==> src/rtl/mult_sequencer_pkg.sv <==
// Shared constants for the Booth multiply sequencer and the processor top level.
//   - FSM state encoding (IDLE=0, RUN=1, DONE=2)
//   - default iteration count (operand width)
//   - ALU opcodes used by the sequencer
//   - packed result record registered at the end of an operation
package mult_sequencer_pkg;

  localparam int ITER_DEFAULT = 32;
  localparam int DATA_W       = 32;

  typedef enum logic [1:0] {
    IDLE = 2'd0,
    RUN  = 2'd1,
    DONE = 2'd2
  } mult_state_e;

  localparam logic [4:0] ALU_OP_ADD = 5'd0;
  localparam logic [4:0] ALU_OP_SUB = 5'd1;
  localparam logic [4:0] ALU_OP_AND = 5'd2;
  localparam logic [4:0] ALU_OP_OR  = 5'd3;
  localparam logic [4:0] ALU_OP_SLL = 5'd4;
  localparam logic [4:0] ALU_OP_SRA = 5'd5;

  typedef struct packed {
    logic [DATA_W-1:0] result;
    logic              exception;
  } mult_res_t;

  // Radix-2 Booth pair {P[1],P[0]}: 01 adds M, 10 subtracts M, others hold.
  function automatic logic booth_is_arith(input logic [1:0] pair);
    return pair[1] ^ pair[0];
  endfunction

endpackage

==> src/rtl/alu.sv <==
// Processor ALU; the multiply sequencer uses it as its only adder/subtractor.
// Ports:
//   data_operandA/B  : 32-bit operands
//   ctrl_ALUopcode   : 0 add, 1 sub, 2 and, 3 or, 4 sll, 5 sra
//   ctrl_shiftamt    : shift distance for sll/sra
//   data_result      : 32-bit result
//   isNotEqual       : A != B
//   isLessThan       : signed A < B (valid when opcode is sub)
//   overflow         : signed overflow of the add/sub
module alu
  import mult_sequencer_pkg::*;
(
  input  logic [31:0] data_operandA,
  input  logic [31:0] data_operandB,
  input  logic [4:0]  ctrl_ALUopcode,
  input  logic [4:0]  ctrl_shiftamt,
  output logic [31:0] data_result,
  output logic        isNotEqual,
  output logic        isLessThan,
  output logic        overflow
);

  logic        sub;
  logic [31:0] b_eff;
  logic [32:0] sum;

  // One shared adder: subtraction is A + ~B + 1.
  assign sub   = (ctrl_ALUopcode == ALU_OP_SUB);
  assign b_eff = sub ? ~data_operandB : data_operandB;
  assign sum   = {1'b0, data_operandA} + {1'b0, b_eff} + {32'd0, sub};

  assign overflow   = (data_operandA[31] == b_eff[31]) && (sum[31] != data_operandA[31]);
  assign isLessThan = sum[31] ^ overflow;
  assign isNotEqual = |(data_operandA ^ data_operandB);

  always_comb begin
    data_result = sum[31:0];
    case (ctrl_ALUopcode)
      ALU_OP_ADD, ALU_OP_SUB: data_result = sum[31:0];
      ALU_OP_AND:             data_result = data_operandA & data_operandB;
      ALU_OP_OR:              data_result = data_operandA | data_operandB;
      ALU_OP_SLL:             data_result = data_operandA << ctrl_shiftamt;
      ALU_OP_SRA:             data_result = $signed(data_operandA) >>> ctrl_shiftamt;
      default:                data_result = sum[31:0];
    endcase
  end

endmodule

==> src/rtl/mult_sequencer.sv <==
// Multi-cycle radix-2 Booth multiplier, one iteration per clock.
// Ports:
//   clock, reset     : rising-edge clock, synchronous active-high reset
//   ctrl_MULT        : start request (accepted in IDLE or DONE)
//   data_operandA/B  : signed multiplicand / multiplier, captured on start
//   data_result      : low 32 bits of the signed product (registered)
//   data_exception   : product does not fit in 32 bits (registered)
//   data_resultRDY   : one-cycle pulse while the result is fresh
module mult_sequencer
  import mult_sequencer_pkg::*;
#(
  parameter int ITER = ITER_DEFAULT
) (
  input  logic        clock,
  input  logic        reset,
  input  logic        ctrl_MULT,
  input  logic [31:0] data_operandA,
  input  logic [31:0] data_operandB,
  output logic [31:0] data_result,
  output logic        data_exception,
  output logic        data_resultRDY
);

  localparam int CNT_W = $clog2(ITER + 1);

  mult_state_e      state_q;
  logic [CNT_W-1:0] cnt_q;
  logic [64:0]      p_q, p_d;
  logic [31:0]      m_q;
  mult_res_t        res_q, res_d;
  logic             rdy_q;

  logic [31:0] u, u_new, alu_res;
  logic [4:0]  alu_op;
  logic        arith, alu_ovf, msb;
  logic        alu_unused_ne, alu_unused_lt;

  assign u      = p_q[64:33];
  assign arith  = booth_is_arith(p_q[1:0]);
  assign alu_op = (p_q[1:0] == 2'b10) ? ALU_OP_SUB : ALU_OP_ADD;

  alu u_alu (
    .data_operandA  (u),
    .data_operandB  (m_q),
    .ctrl_ALUopcode (alu_op),
    .ctrl_shiftamt  (5'd0),
    .data_result    (alu_res),
    .isNotEqual     (alu_unused_ne),
    .isLessThan     (alu_unused_lt),
    .overflow       (alu_ovf)
  );

  always_comb begin
    u_new = arith ? alu_res : u;
    // The true U+/-M needs 33 bits; the sign bit shifted in is the 33rd bit,
    // recovered from the wrapped 32-bit result by flipping on overflow.
    msb   = arith ? (u_new[31] ^ alu_ovf) : u[31];
    p_d   = {msb, u_new, p_q[32:1]};
    res_d.result    = p_d[32:1];
    res_d.exception = (p_d[64:33] != {32{p_d[32]}});
  end

  always_ff @(posedge clock) begin
    if (reset) begin
      state_q <= IDLE;
      cnt_q   <= '0;
      p_q     <= '0;
      m_q     <= '0;
      res_q   <= '0;
      rdy_q   <= 1'b0;
    end else begin
      rdy_q <= 1'b0;
      case (state_q)
        IDLE, DONE: begin
          if (ctrl_MULT) begin
            m_q     <= data_operandA;
            p_q     <= {32'd0, data_operandB, 1'b0};
            cnt_q   <= '0;
            state_q <= RUN;
          end else begin
            state_q <= IDLE;
          end
        end
        RUN: begin
          p_q   <= p_d;
          cnt_q <= cnt_q + CNT_W'(1);
          // Last iteration: register the finished product as DONE is entered
          // so result and RDY are valid together for the DONE cycle.
          if (cnt_q == CNT_W'(ITER - 1)) begin
            state_q <= DONE;
            res_q   <= res_d;
            rdy_q   <= 1'b1;
          end
        end
        default: state_q <= IDLE;
      endcase
    end
  end

  assign data_result    = res_q.result;
  assign data_exception = res_q.exception;
  assign data_resultRDY = rdy_q;

endmodule

==> config.mk <==
export PLATFORM = sky130hd
export DESIGN_NAME = mult_sequencer
export DESIGN_NICKNAME = d
export VERILOG_FILES = /design/src/rtl/mult_sequencer_pkg.sv /design/src/rtl/alu.sv /design/src/rtl/mult_sequencer.sv
export SDC_FILE = /design/constraint.sdc
export NUM_CORES = 1
export LEC_CHECK = 0
export CAP_MARGIN = 20
export CORE_MARGIN = 4
export CORE_UTILIZATION = 50
export DETAILED_ROUTE_END_ITERATION = 16
export PLACE_DENSITY = 0.74
export SKIP_LAST_GASP = 1
export SLEW_MARGIN = 30
export SYNTH_ARGS = -nofsm -noshare
export SYNTH_HDL_FRONTEND = slang
export SYNTH_SLANG_ARGS = --single-unit
==> constraint.sdc <==
create_clock -name clock -period 5.1 [get_ports clock]
set_input_delay 0.51 -clock clock [delete_from_list [all_inputs] [get_ports clock]]
set_output_delay 0.51 -clock clock [all_outputs]
set_load 0.1 [all_outputs]
==> results of run 1 <==
worst reg2reg max path, cell delays in order (launching register included):
cell       delay (ps)
dfxtp_1           390
ha_4              410
buf_4             310
xor2_1            180
ha_1              320
a2111oi_0         460
o2111ai_1         180
o211ai_1          150
a21o_1            140
o31a_1            240
nor3b_1           260
nor3_1            100
xor2_1            170
or4b_1            540
mux2_2            280
o31a_1            290
how the worst max path moves through the flow:
stage,end,cells after the start
after floorplan,data_exception,17
after global placement,data_exception,16
after detailed placement,data_exception,15
after CTS,data_exception,15
after global routing,data_exception,16
final,data_exception,15
cell families after synthesis:
family          count (synthesis)  share of synthesized area
flops                         139                      0.366
buf+inv                        76                     0.0376
simple gates                  360                      0.211
fa+ha+maj                      37                     0.0618
compound gates                308                      0.251
xor+xnor                       53                     0.0610
mux                             9                     0.0122
final cells by class:
type / count / share of cell area
Inverter: 12 / 0.00482
Multi-Input combinational cell: 767 / 0.490
Timing Repair Buffer: 111 / 0.118
Clock inverter: 15 / 0.0193
Clock buffer: 17 / 0.0455
Tap cell: 184 / 0.0246
Sequential cell: 139 / 0.298
sequential cells by signal, summed over array words and instances, names as in the netlist:
signal and cells:
cnt_q 6, data_exception 1, data_result 32, data_resultRDY 1
m_q 32, p_q 65, state_q 2
what timing repair did:
action,CTS,global route
buffers inserted,0,0
resized for setup,0,1
setup endpoints to repair,0,1
endpoints found under the hold margin,0,0
power by group:
| group | internal (uW) | total, uW | switching, uW |
|---|---|---|---|
| Sequential | 1130 | 1160 | 30.6 |
| Clock | 699 | 1240 | 541 |
| Combinational | 185 | 446 | 261 |
metrics by stage:
stage | setup slack [ps] | total power (uW) | hold WS, ps | util | instances
final | 575 | 2840 | 455 | 0.636 | 1245
after global routing | 261 | 2970 | 475 | 0.636 | 1245
after CTS | 342 | 2860 | 456 | 0.635 | 1245
after detailed placement | 346 | 1620 | 447 | 0.594 | 1213
after global placement | 602 | 1610 | 443 | 0.592 | 1212
after floorplan | 900 | 1470 | 445 | - | 982
synthesized netlist by cell type (10+ instances only):
cell type	instances
a21oi_1	150
nand3_1	12
a22oi_1	54
nand4_1	11
o21ai_0	28
nor2_1	71
xnor2_1	14
xor2_1	39
inv_1	12
ha_1	36
clkbuf_1	53
dfxtp_1	139
buf_1	10
nand2_1	201
metal layers:
layer / routed length [um] / track usage / vias up
met2: 9170 / 0.372 / 172
met4: 272 / 0.0630 / 0
met1: 9400 / 0.306 / 3365
met3: 943 / 0.0482 / 28
li1: - / - / 3609
met5: 0 / 0 / -
==> flow_summary.json, run 1 <==
{
  "p_leak_uw": 0.00364,
  "synth.avg_cell_area_um2": 7.75,
  "antenna_found_initial": 0,
  "drc": 0,
  "synth_cell_types": 65,
  "syn_nets": 1086,
  "layout_common_cells": "201 x nand2_1, 150 x a21oi_1, 139 x dfxtp_1",
  "grt_max_degree": 89,
  "final_cell_area_um2": 9350,
  "r2r-end": "data_exception",
  "netlist_instances": 982,
  "max-slew-margin-rel": 0.327,
  "final_nets": 1152,
  "rr_worst_depth": 15,
  "hold_depth": 2,
  "max_freq_ghz": 0.221,
  "min_period_over_period": 0.887,
  "cp_slowest_cell": "or4b_1",
  "diodes": 0,
  "grt.total_usage": 0.227,
  "ioPinCount": 101,
  "cts_tree": "built",
  "grt_overflow": 0,
  "netlist_area_um2": 7610,
  "pwr_density_cell_nw_per_um2": 304,
  "ff_latch_area_um2": 2780,
  "crit_chain": "ha_4 -> buf_4 -> xor2_1 -> ha_1 -> a2111oi_0 -> o2111ai_1 -> o211ai_1 -> a21o_1 -> o31a_1 -> nor3b_1 -> nor3_1 -> xor2_1 -> or4b_1 -> mux2_2 -> o31a_1",
  "viasPerCell": 5.76,
  "critPathTopFamily": "compound AO/OA/AOI/OAI gates",
  "die_area_um2": 17300,
  "cp-startpoint": "p_q[1]",
  "max_stage_delay_ps": 540,
  "rr_startpoint": "p_q[1]",
  "core_area_um2": 14700,
  "multi_input_area_um2": 4580,
  "die_h_um": 131,
  "numCtsBuffers": 17,
  "cts_root_buffer": "clkbuf_16",
  "globalplace.congestion": 0.938,
  "holdBufCountCts": 0,
  "finalHoldViolCount": 0,
  "clock_sinks": 139,
  "skew_ps": 10.4,
  "portBuffers": 100,
  "clk_latency_ps": 430,
  "die_x_um": 131,
  "worst-path-buf-inv": 1,
  "grt_pass1_vias": 6975,
  "routed-via-count": 7174,
  "fillers": 1282,
  "yosysTopAreaCell": "dfxtp_1",
  "area.growth.synth_to_final_pct": 22.8,
  "synth-async-reset-ratio": 0,
  "report.final.slew_viol_count": 0,
  "status": "finished clean",
  "r2r_slack_ps": 570,
  "holdCritStartpoint": "data_result[20]",
  "worstSetupStartpointType": "flop",
  "grt_pass1_wl_um": 33400,
  "drt-wirelength-per-cell_um": 15.9,
  "maxCapViolations": 0,
  "cp-end-kind": "flop",
  "critPathKind": "flop to flop",
  "row_count": 44,
  "worst-slew-pin-transition_ps": 1010,
  "start_util": 0.518,
  "required_ps": 5420,
  "dr.pass1.iters": 5,
  "synth.area.top_cells": "dfxtp_1 37%, nand2_1 9.9%, a21oi_1 9.9%",
  "crit_fanout": 23,
  "setup_tns_ps": 0,
  "place_area_um2": 8730,
  "crit_arrival_ps": 4840,
  "ys_warn_count": 0,
  "min_path_type": "flop to flop",
  "ys_seq_area_frac": 0.366,
  "whs_endpoint": "data_result[20]",
  "synth_seq_cells": 139,
  "peakVddDrop_mv": 0.245,
  "drt_iter0_drc": 627,
  "layout_commonest_cell": "nand2_1",
  "setup_viol": 0,
  "routed_wl_um": 19800,
  "finalCriticalPeriod_ps": 4530,
  "rsz0062_at_grt": "false",
  "postRouteAntennaNets": 0,
  "yosysTopAreaCellShare": 0.366,
  "path_clk_slew_ps": 70,
  "synth_ff_type": "dfxtp_1",
  "clockBufferDepth": 2,
  "synth_edf_count": 0,
  "hpwl_um": 13300,
  "h-tree-depth": 4,
  "drive_gt1_frac": 0.0547
}
Power figures use the tool's default switching activity.
==> run 2: changes to the inputs <==
CAP_MARGIN = not set   (was 20)
CORE_UTILIZATION = 56   (was 50)
PLACE_DENSITY = 0.91   (was 0.74)
==> flow_summary.json, run 2 (synthesis gave the netlist of run 1 again) <==
{
  "wl_met2_um": 10000,
  "die_area_um2": 15500,
  "fillers": 1008,
  "routed.top_layer": "met4",
  "core_area_um2": 13300,
  "routed_wl_um": 20900,
  "largest_reg_flops": 65,
  "required_ps": 5410,
  "dr.pass1.iters": 5,
  "postRouteAntennaNets": 0,
  "drt-wirelength-per-cell_um": 16.9,
  "max_stage_delay_ps": 660,
  "pwr_density_cell_nw_per_um2": 305,
  "numCtsBuffers": 17,
  "start_util": 0.573,
  "largest-register": "p_q",
  "crit_chain": "ha_2 -> xor2_1 -> ha_1 -> a21oi_1 -> o211a_1 -> or3_1 -> a21oi_1 -> nor3_4 -> o21ai_1 -> a21oi_1 -> or4b_2 -> nand3_1 -> mux2_2 -> o31a_1",
  "rsz0062_at_grt": "false",
  "clk_latency_ps": 430,
  "report.final.slew_viol_count": 0,
  "peakVddDrop_mv": 0.237,
  "final_nets": 1152,
  "grt_overflow": 0,
  "drive_gt1_frac": 0.0537,
  "hpwl_um": 13600,
  "diodes": 0,
  "cts_tree": "built",
  "p_leak_uw": 0.00363,
  "min_path_type": "flop to flop",
  "setup_tns_ps": 0,
  "min_period_over_period": 0.906,
  "rr_startpoint": "p_q[1]",
  "max-slew-margin-rel": 0.314,
  "clock_sinks": 139,
  "rr_worst_depth": 14,
  "routed-via-count": 7505,
  "worstSetupStartpointType": "flop",
  "cp_slowest_cell": "ha_2",
  "r2r_slack_ps": 480,
  "cp-end-kind": "flop",
  "holdCritStartpoint": "data_result[17]",
  "max_freq_ghz": 0.216,
  "postCtsSetupRepairBufs": 0,
  "antenna_found_initial": 0,
  "met3_wirelength_um": 1430,
  "grt_pass1_vias": 7114,
  "grt_pass1_wl_um": 33900,
  "cts_resized": 0,
  "grt.total_usage": 0.260,
  "finalHoldViolCount": 0,
  "utilization": 0.699,
  "skew_ps": 7.17,
  "clockBufferDepth": 2,
  "area.growth.synth_to_final_pct": 22.1,
  "ioPinCount": 101,
  "worstSetupPathDepth": 14,
  "drt_iter0_drc": 774,
  "drc": 0,
  "worst-path-buf-inv": 0,
  "path_clk_slew_ps": 60,
  "crit_fanout": 23,
  "crit_arrival_ps": 4940,
  "row_count": 42,
  "h-tree-depth": 4,
  "maxCapViolations": 0,
  "final_cell_area_um2": 9290,
  "hold_depth": 2,
  "globalplace.congestion": 0.930,
  "holdBufCountCts": 0,
  "worst-slew-pin-transition_ps": 1030,
  "grt_max_degree": 102,
  "viasPerCell": 6.07,
  "m1WireLength_um": 8950,
  "status": "finished clean",
  "die_h_um": 125,
  "place_area_um2": 8700,
  "cts_root_buffer": "clkbuf_16",
  "die_x_um": 125,
  "r2r-end": "data_exception",
  "whs_endpoint": "data_result[17]",
  "layout_common_cells": "201 x nand2_1, 150 x a21oi_1, 139 x dfxtp_1",
  "crit_path_frequent_cell": "a21oi_1",
  "critPathTopFamily": "simple AND/OR/NAND/NOR gates",
  "critPathKind": "flop to flop",
  "setup_viol": 0,
  "layout_commonest_cell": "nand2_1",
  "finalCriticalPeriod_ps": 4620,
  "portBuffers": 100
}
[run 2: cell types whose count changed in the layout (fill, tap and decap cells not counted), sizes merged]
cell / delta
clkinv: -2
clkbuf: +3
bufinv: +1
inv: -3
clkinvlp: +1
[run 2: per-layer routing]
layer,global-route usage,vias to the layer above
met3,0.0527,51
met4,0.0922,0
met5,0,-
li1,-,3609
met2,0.432,311
met1,0.335,3534
[run 2: cell type report]
| cell class | instances | area, um2 | area share |
|---|---|---|---|
| repair buffers | 111 | 1080 | 0.117 |
| clock buffers | 20 | 447 | 0.0481 |
| flip-flops and latches | 139 | 2780 | 0.299 |
| inverters | 12 | 45.0 | 0.00485 |
| clock inverters | 12 | 139 | 0.0149 |
| well taps | 176 | 220 | 0.0237 |
| multi-input cells | 767 | 4570 | 0.492 |
[run 2: where the power goes]
part	internal, uW	total, uW	switching [uW]	leakage (uW)
Sequential	1130	1160	32.7	0.00113
Clock	739	1230	496	0.000279
Combinational	180	444	264	0.00222
[run 2: per-stage QoR]
step	power, uW	cells	hold slack [ps]	setup WS (ps)
5_1_grt	2930	1237	469	295
2_1_floorplan	1470	982	445	900
6_report	2840	1237	454	479
4_1_cts	2830	1237	456	512
3_3_place_gp	1600	1205	442	680
3_5_place_dp	1610	1205	449	543
[run 2: how the worst max path moves through the flow]
stage	startpoint	to	slack [ps]
floorplan	p_q[0]	data_exception	900
global placement	p_q[0]	data_exception	680
detailed placement	p_q[1]	data_exception	540
CTS	p_q[1]	data_exception	510
global route	p_q[1]	data_exception	300
finish	p_q[1]	data_exception	480
[run 2: tightest hold or removal path, delay by kind of cell (launching register included)]
kind / cells / cell delay, ps
DFF: 1 / 310
and+or+nand+nor: 1 / 50
AOI/OAI and AO/OA: 1 / 50
